### src/rtl/display_and_drop_pkg.sv
// Shared constants for the baggage-drop display: default data width,
// character codes for the glyph encoder and their 7-segment patterns.
package display_and_drop_pkg;

    localparam int W_DEFAULT = 16;

    // Segment patterns, bit order {g,f,e,d,c,b,a}, 1 = lit
    localparam logic [6:0] SEG_C = 7'h39;
    localparam logic [6:0] SEG_O = 7'h5C;
    localparam logic [6:0] SEG_L = 7'h38;
    localparam logic [6:0] SEG_D = 7'h5E;
    localparam logic [6:0] SEG_R = 7'h50;
    localparam logic [6:0] SEG_P = 7'h73;

    typedef enum logic [2:0] {
        CH_C = 3'd0,
        CH_O = 3'd1,
        CH_L = 3'd2,
        CH_D = 3'd3,
        CH_R = 3'd4,
        CH_P = 3'd5
    } char_t;

endpackage

### src/rtl/seg_char_encoder.sv
// Combinational glyph lookup: character code in, 7-segment pattern out.
module seg_char_encoder
    import display_and_drop_pkg::*;
(
    input  logic [2:0] char_code,
    output logic [6:0] seg
);

    // Map character code to its segment pattern; unused codes are blank
    always_comb begin
        seg = 7'h00;
        case (char_t'(char_code))
            CH_C:    seg = SEG_C;
            CH_O:    seg = SEG_O;
            CH_L:    seg = SEG_L;
            CH_D:    seg = SEG_D;
            CH_R:    seg = SEG_R;
            CH_P:    seg = SEG_P;
            default: seg = 7'h00;
        endcase
    end

endmodule

### src/rtl/display_and_drop.sv
// Baggage-drop controller: registers drop_en && (t_act >= t_lim) and shows
// "drOP" or "COLd" on four digits. Outputs come only from the single
// drop register, so display and actuator always agree and no input reaches
// an output combinationally.
module display_and_drop
    import display_and_drop_pkg::*;
#(
    parameter int W = W_DEFAULT
) (
    input  logic         clk,
    input  logic         rst_n,
    input  logic [W-1:0] t_act,
    input  logic [W-1:0] t_lim,
    input  logic         drop_en,
    output logic [6:0]   seven_seg1,
    output logic [6:0]   seven_seg2,
    output logic [6:0]   seven_seg3,
    output logic [6:0]   seven_seg4,
    output logic         drop_activated
);

    logic drop_d;
    logic drop_q;
    logic [2:0] char1;
    logic [2:0] char2;
    logic [2:0] char3;
    logic [2:0] char4;

    // Drop condition, re-evaluated every cycle (equality counts as reached)
    always_comb begin
        drop_d = drop_en && (t_act >= t_lim);
    end

    // Single state register; reset clears it without waiting for clk
    always_ff @(posedge clk or negedge rst_n) begin
        if (!rst_n) begin
            drop_q <= 1'b0;
        end else begin
            drop_q <= drop_d;
        end
    end

    // Select the word to display from the registered drop state
    always_comb begin
        char1 = CH_C;
        char2 = CH_O;
        char3 = CH_L;
        char4 = CH_D;
        if (drop_q) begin
            char1 = CH_D;
            char2 = CH_R;
            char3 = CH_O;
            char4 = CH_P;
        end
    end

    assign drop_activated = drop_q;

    seg_char_encoder u_enc1 (.char_code(char1), .seg(seven_seg1));
    seg_char_encoder u_enc2 (.char_code(char2), .seg(seven_seg2));
    seg_char_encoder u_enc3 (.char_code(char3), .seg(seven_seg3));
    seg_char_encoder u_enc4 (.char_code(char4), .seg(seven_seg4));

endmodule

### config.mk
export PLATFORM = sky130hd
export DESIGN_NAME = display_and_drop
export DESIGN_NICKNAME = d
export VERILOG_FILES = /design/src/rtl/display_and_drop_pkg.sv /design/src/rtl/seg_char_encoder.sv /design/src/rtl/display_and_drop.sv
export SDC_FILE = /design/constraint.sdc
export NUM_CORES = 1
export LEC_CHECK = 0
export CAP_MARGIN = 20
export CORE_MARGIN = 2
export CORE_UTILIZATION = 26
export DETAILED_ROUTE_END_ITERATION = 7
export PLACE_DENSITY = 0.74
export SYNTH_ARGS = -nofsm -noshare
export SYNTH_HDL_FRONTEND = slang
export SYNTH_SLANG_ARGS = --single-unit
### constraint.sdc
create_clock -name clk -period 0.8 [get_ports clk]
set_input_delay 0.12 -clock clk [delete_from_list [all_inputs] [get_ports clk]]
set_output_delay 0.12 -clock clk [all_outputs]
set_load 0.01 [all_outputs]
# == Word level (Yosys, flattened, before mapping) ==
# Index checks and enable logic that the tools add are counted.
# word_totals
ff_bits,1
latchBits,0
ramBits,0
rom_bits,0
input_bits,35
output_inout_bits,29
mem_count,0
# op_classes
n_addsub,0
multipliers,0
n_div,0
magnitude_cmp,1
eq_ne,20
shift,0
mux,8
bitwise_logic,0
n_reduce_logical,5
# ops
operator,n
$pmux 7 s6,4
$ge 16x16->1,1
$eq 2x3->1 const B,4
$eq 3x2->1 const B,4
$eq 3x3->1 const B,4
$logic_not 3->1,4
$eq 2x2->1 const B,4
$eq 3x1->1 const B,2
$mux 3,2
$eq 2x1->1 const B,2
$mux 2,2
$logic_and 1x1->1,1

# == Longest topological paths before layout ==
# Gate-level depths: netlist of the first run.
# depth
ltp_word,3
ltp_mapped,6
ltp_nobuf,6

# == Hierarchy ==
# From an unflattened synthesis of the first run, not the netlist that was laid out.
# unflattened
cells_unflattened,104
area_unflattened_um2,696.9
# modules_own_cells
mod,instances,cells_per_inst,area_each_um2,seq_area_each_um2
display_and_drop,1,60,436.7,25.0
seg_char_encoder,4,11,65.1,0.0

# == Worst setup path before layout of the first run ==
# Ideal clock, no wire load.
# synth_timing
path_kind,in2reg
start,input port t_lim[2]
end,"register drop_q, in the netlist drop_activated"
setup_time_ns,0.127
t_arrival_ns,1.030
path_slack_ns,-0.357
cell_stages,6
path_buffers,0
cell_sequence,inv_1 -> ha_1 -> a211o_1 -> a31oi_1 -> o311a_1 -> o21ai_1
# synth_via
elab_chain_len,2
# synth_lines
item,line,rtl
start: declaration,display_and_drop.sv:13,"input logic [W-1:0] t_lim,"
$ge 16x16->1,display_and_drop.sv:31,drop_d = drop_en && (t_act >= t_lim);
$logic_and 1x1->1,display_and_drop.sv:31,
named net drop_d,display_and_drop.sv:22,logic drop_d;
end signal: assignment,display_and_drop.sv:39,drop_q <= drop_d;
end: declaration,display_and_drop.sv:23,logic drop_q;
# The timed path passes the listed nets, and every way through them passes these cells.

# == Worst setup path after layout of the first run ==
# layout_timing
start,input port t_act[14]
end,"register drop_q, in the netlist drop_activated"
# layout_via
elab_chain_len,2
# layout_lines
item,line,rtl
start: declaration,display_and_drop.sv:12,"input logic [W-1:0] t_act,"
$ge 16x16->1,display_and_drop.sv:31,
$logic_and 1x1->1,display_and_drop.sv:31,
named net drop_d,display_and_drop.sv:22,
# The timed path passes the listed nets, and every way through them passes these cells.

==> run_results.csv, run 1 <==
group,metric,value,unit
run_status,status,"complete, but fails checks",
run_status,violations,"negative setup slack",
cells_and_area,fillers,226,
detailed_routing,dr.pass1.iters,2,
logic_synthesis,yosysWarnings,0,
detailed_routing,drc,0,
logic_synthesis,synth.area.top_cells,"buf_4 32%, ha_1 32%, inv_1 11%",
placed_design,finalWeightedCongestion,0.674,
global_routing,grt_pass1_vias,664,
logic_synthesis,yosys.area.top_type,"buf_4",
critical_path,critPathTopFamily,"simple AND/OR/NAND/NOR gates",
critical_path,cp-start-kind,"input pin",
timing,layout_min_cycle_time,1.28,ns
die,ioPinCount,64,
clock_network,postCtsHoldBufs,0,
critical_path,max_stage_delay,0.52,ns
timing,fmax,783,MHz
cells_and_area,regArea,25.0,um2
detailed_routing,drt-total-wl,1630,um
detailed_routing,vias_per_cell,4.29,
timing,setup_violations,4,
die,die_area,2850,um2
power,swShare,0.417,
critical_path,worst-path-max-fanout,3,
die,die_w,53.4,um
die,start_util,0.281,
logic_synthesis,synth_ff_type,"dfrtp_1",
clock_network,clk_pin_slew,0,ns
timing,hold_viol,0,
power,intPower,427,uW
hold_path,hold_path_class,"in -> async",
logic_synthesis,seq_area_frac_synth,0.0394,
timing,slew_viol_final,0,
power,power_leakage,0.592,nW
logic_synthesis,netlist_area,634,um2
timing,setup_slack,-0.477,ns
power,fin_total_pwr,731,uW
cells_and_area,largest_reg_flops,1,
power,combinationalPowerShare,0.918,
global_routing,grt_start_max_net_pins,9,
logic_synthesis,synth.top_cell.area_share,0.320,
cells_and_area,num_antenna_cells,0,
power,power_frac_seq,0.082,
placed_design,post-dp-hpwl,1350,um
global_routing,grt_pass1_wl,2470,um
placed_design,io_buffer_count,49,
timing,rsz0062_at_grt,"yes",
critical_path,worst_setup_path_end_kind,"flop",
cells_and_area,syn_to_final_growth,80.5,%
critical_path,critPathRequiredTime,0.72,ns
power,ir_worst_vdd,0.367,mV
power,p_clk_frac,0,
placed_design,post-place-cells,151,
global_routing,grt_usage,0.113,
cells_and_area,fin_nets,180,
logic_synthesis,synth_most_common_cell,"buf_4",
global_routing,grt-ovfl-total,0,
cells_and_area,drive_gt1_frac,0.575,
logic_synthesis,synth_seq_cells,1,
critical_path,critical_path_class,"in -> reg",
logic_synthesis,ys_async_sr_fraction,1.00,
power,p_per_area,639,nW/um2
detailed_routing,vias,665,
logic_synthesis,synth.distinct_cells,20,
die,std_cell_rows,17,
logic_synthesis,syn_inst,87,
die,die_h,53.4,um
critical_path,path_buf_inv,1,
cells_and_area,stdcell_count,155,
power,p_switching,305,uW
logic_synthesis,yosys-top-cells-count,"27 x buf_4, 18 x inv_1, 16 x ha_1",
logic_synthesis,synth_edf_count,0,
critical_path,slowest_stage,"or4_1",
detailed_routing,drtIter0Drc,1,
job,max_cap_viol_count,0,
die,core-area,2250,um2
timing,period_share,1.60,
detailed_routing,postRouteAntennaNets,0,
critical_path,crit_chain,"buf_2 > ha_4 > nand2_4 > or4_1 > o21ai_1",
logic_synthesis,syn_area_per_cell,7.29,um2
critical_path,cp.arrival,1.20,ns
cells_and_area,multiInputGateArea,559,um2
global_routing,antenna_found_initial,0,
detailed_routing,routedWlPerCell,10.5,um
==> logic make-up (layout without fill, tap and decap cells) <==
group / Yosys count / in the layout / synth area share
AO/OA/AOI/OAI: 13 / 13 / 0.126
adder cells (fa/ha/maj): 16 / 16 / 0.316
buffers and inverters: 45 / 73 / 0.426
flip-flops: 1 / 1 / 0.0394
other: 2 / 14 / 0.0118
AND/OR/NAND/NOR: 10 / 10 / 0.0809
==> path summary, 6_finish.rpt <==
| path | start | to | depth (start not counted) |
|---|---|---|---|
| max | t_act[14] | drop_activated | 5 |
| min | rst_n | drop_activated | 1 |
| max in group asynchronous | rst_n | drop_activated | 1 |
| min in group clk | drop_en | drop_activated | 3 |
==> metrics by stage <==
step / area [um2] / setup TNS (ns) / setup slack (ns) / hold slack (ns) / utilization
floorplan: 737 / -1.26 / -0.323 / -0.176 / -
global placement: 1070 / -6.14 / -0.998 / 0.271 / 0.477
detailed placement: 1070 / -6.52 / -1.04 / 0.272 / 0.477
CTS: 1120 / -0.689 / -0.482 / 0.272 / 0.497
global route: 1140 / -0.994 / -0.519 / 0.279 / 0.508
finish: 1140 / -0.740 / -0.477 / 0.269 / 0.508
==> routing by layer <==
layer / vias to the layer above / wire [um] / GRT usage
met5: - / 0 / 0
met4: 0 / 39 / 0.0299
met3: 4 / 176 / 0.0113
met2: 44 / 850 / 0.239
met1: 294 / 562 / 0.110
li1: 323 / - / -
==> placed cells by master, fill, tap and decap left out, types with 2 or more instances in the layout <==
cell and instances:
o21ai_0 2, a21oi_1 5, buf_2 21, ha_4 11, clkbuf_2 5, conb_1 14, nand4_1 2, ha_1 3
clkdlybuf4s15_1 6, dlygate4sd2_1 4, ha_2 2, buf_6 14, inv_2 8, buf_4 3, inv_1 6
==> layout make-up <==
| cell class | count | share of cell area |
|---|---|---|
| inverters | 18 | 0.0831 |
| repair buffers | 55 | 0.376 |
| flip-flops and latches | 1 | 0.0219 |
| well taps | 28 | 0.0306 |
| multi-input cells | 53 | 0.489 |
==> power by group through the flow <==
stage          logic (mW)  registers (mW)  clock network (mW)
6_report            0.671          0.0600                   0
5_1_grt             0.745          0.0613                   0
4_1_cts             0.631          0.0598                   0
3_5_place_dp        0.602          0.0583                   0
3_3_place_gp        0.584          0.0581                   0
2_1_floorplan       0.363          0.0666                   0
==> repair_timing <==
action | 4_1_cts | 5_1_grt
pin swaps | 21 | 8
endpoints found under the setup margin | 16 | 8
setup buffers | 4 | 0
gates cloned | 0 | 0
resized for setup | 188 | 15
No activity file was read; power rests on OpenSTA's default activity.
==> inputs of run 2 (changes only) <==
GPL_ROUTABILITY_DRIVEN = 0   (was default)
==> results of run 2 <==
The final DEF is identical to that of run 1; final timing and power are the same.
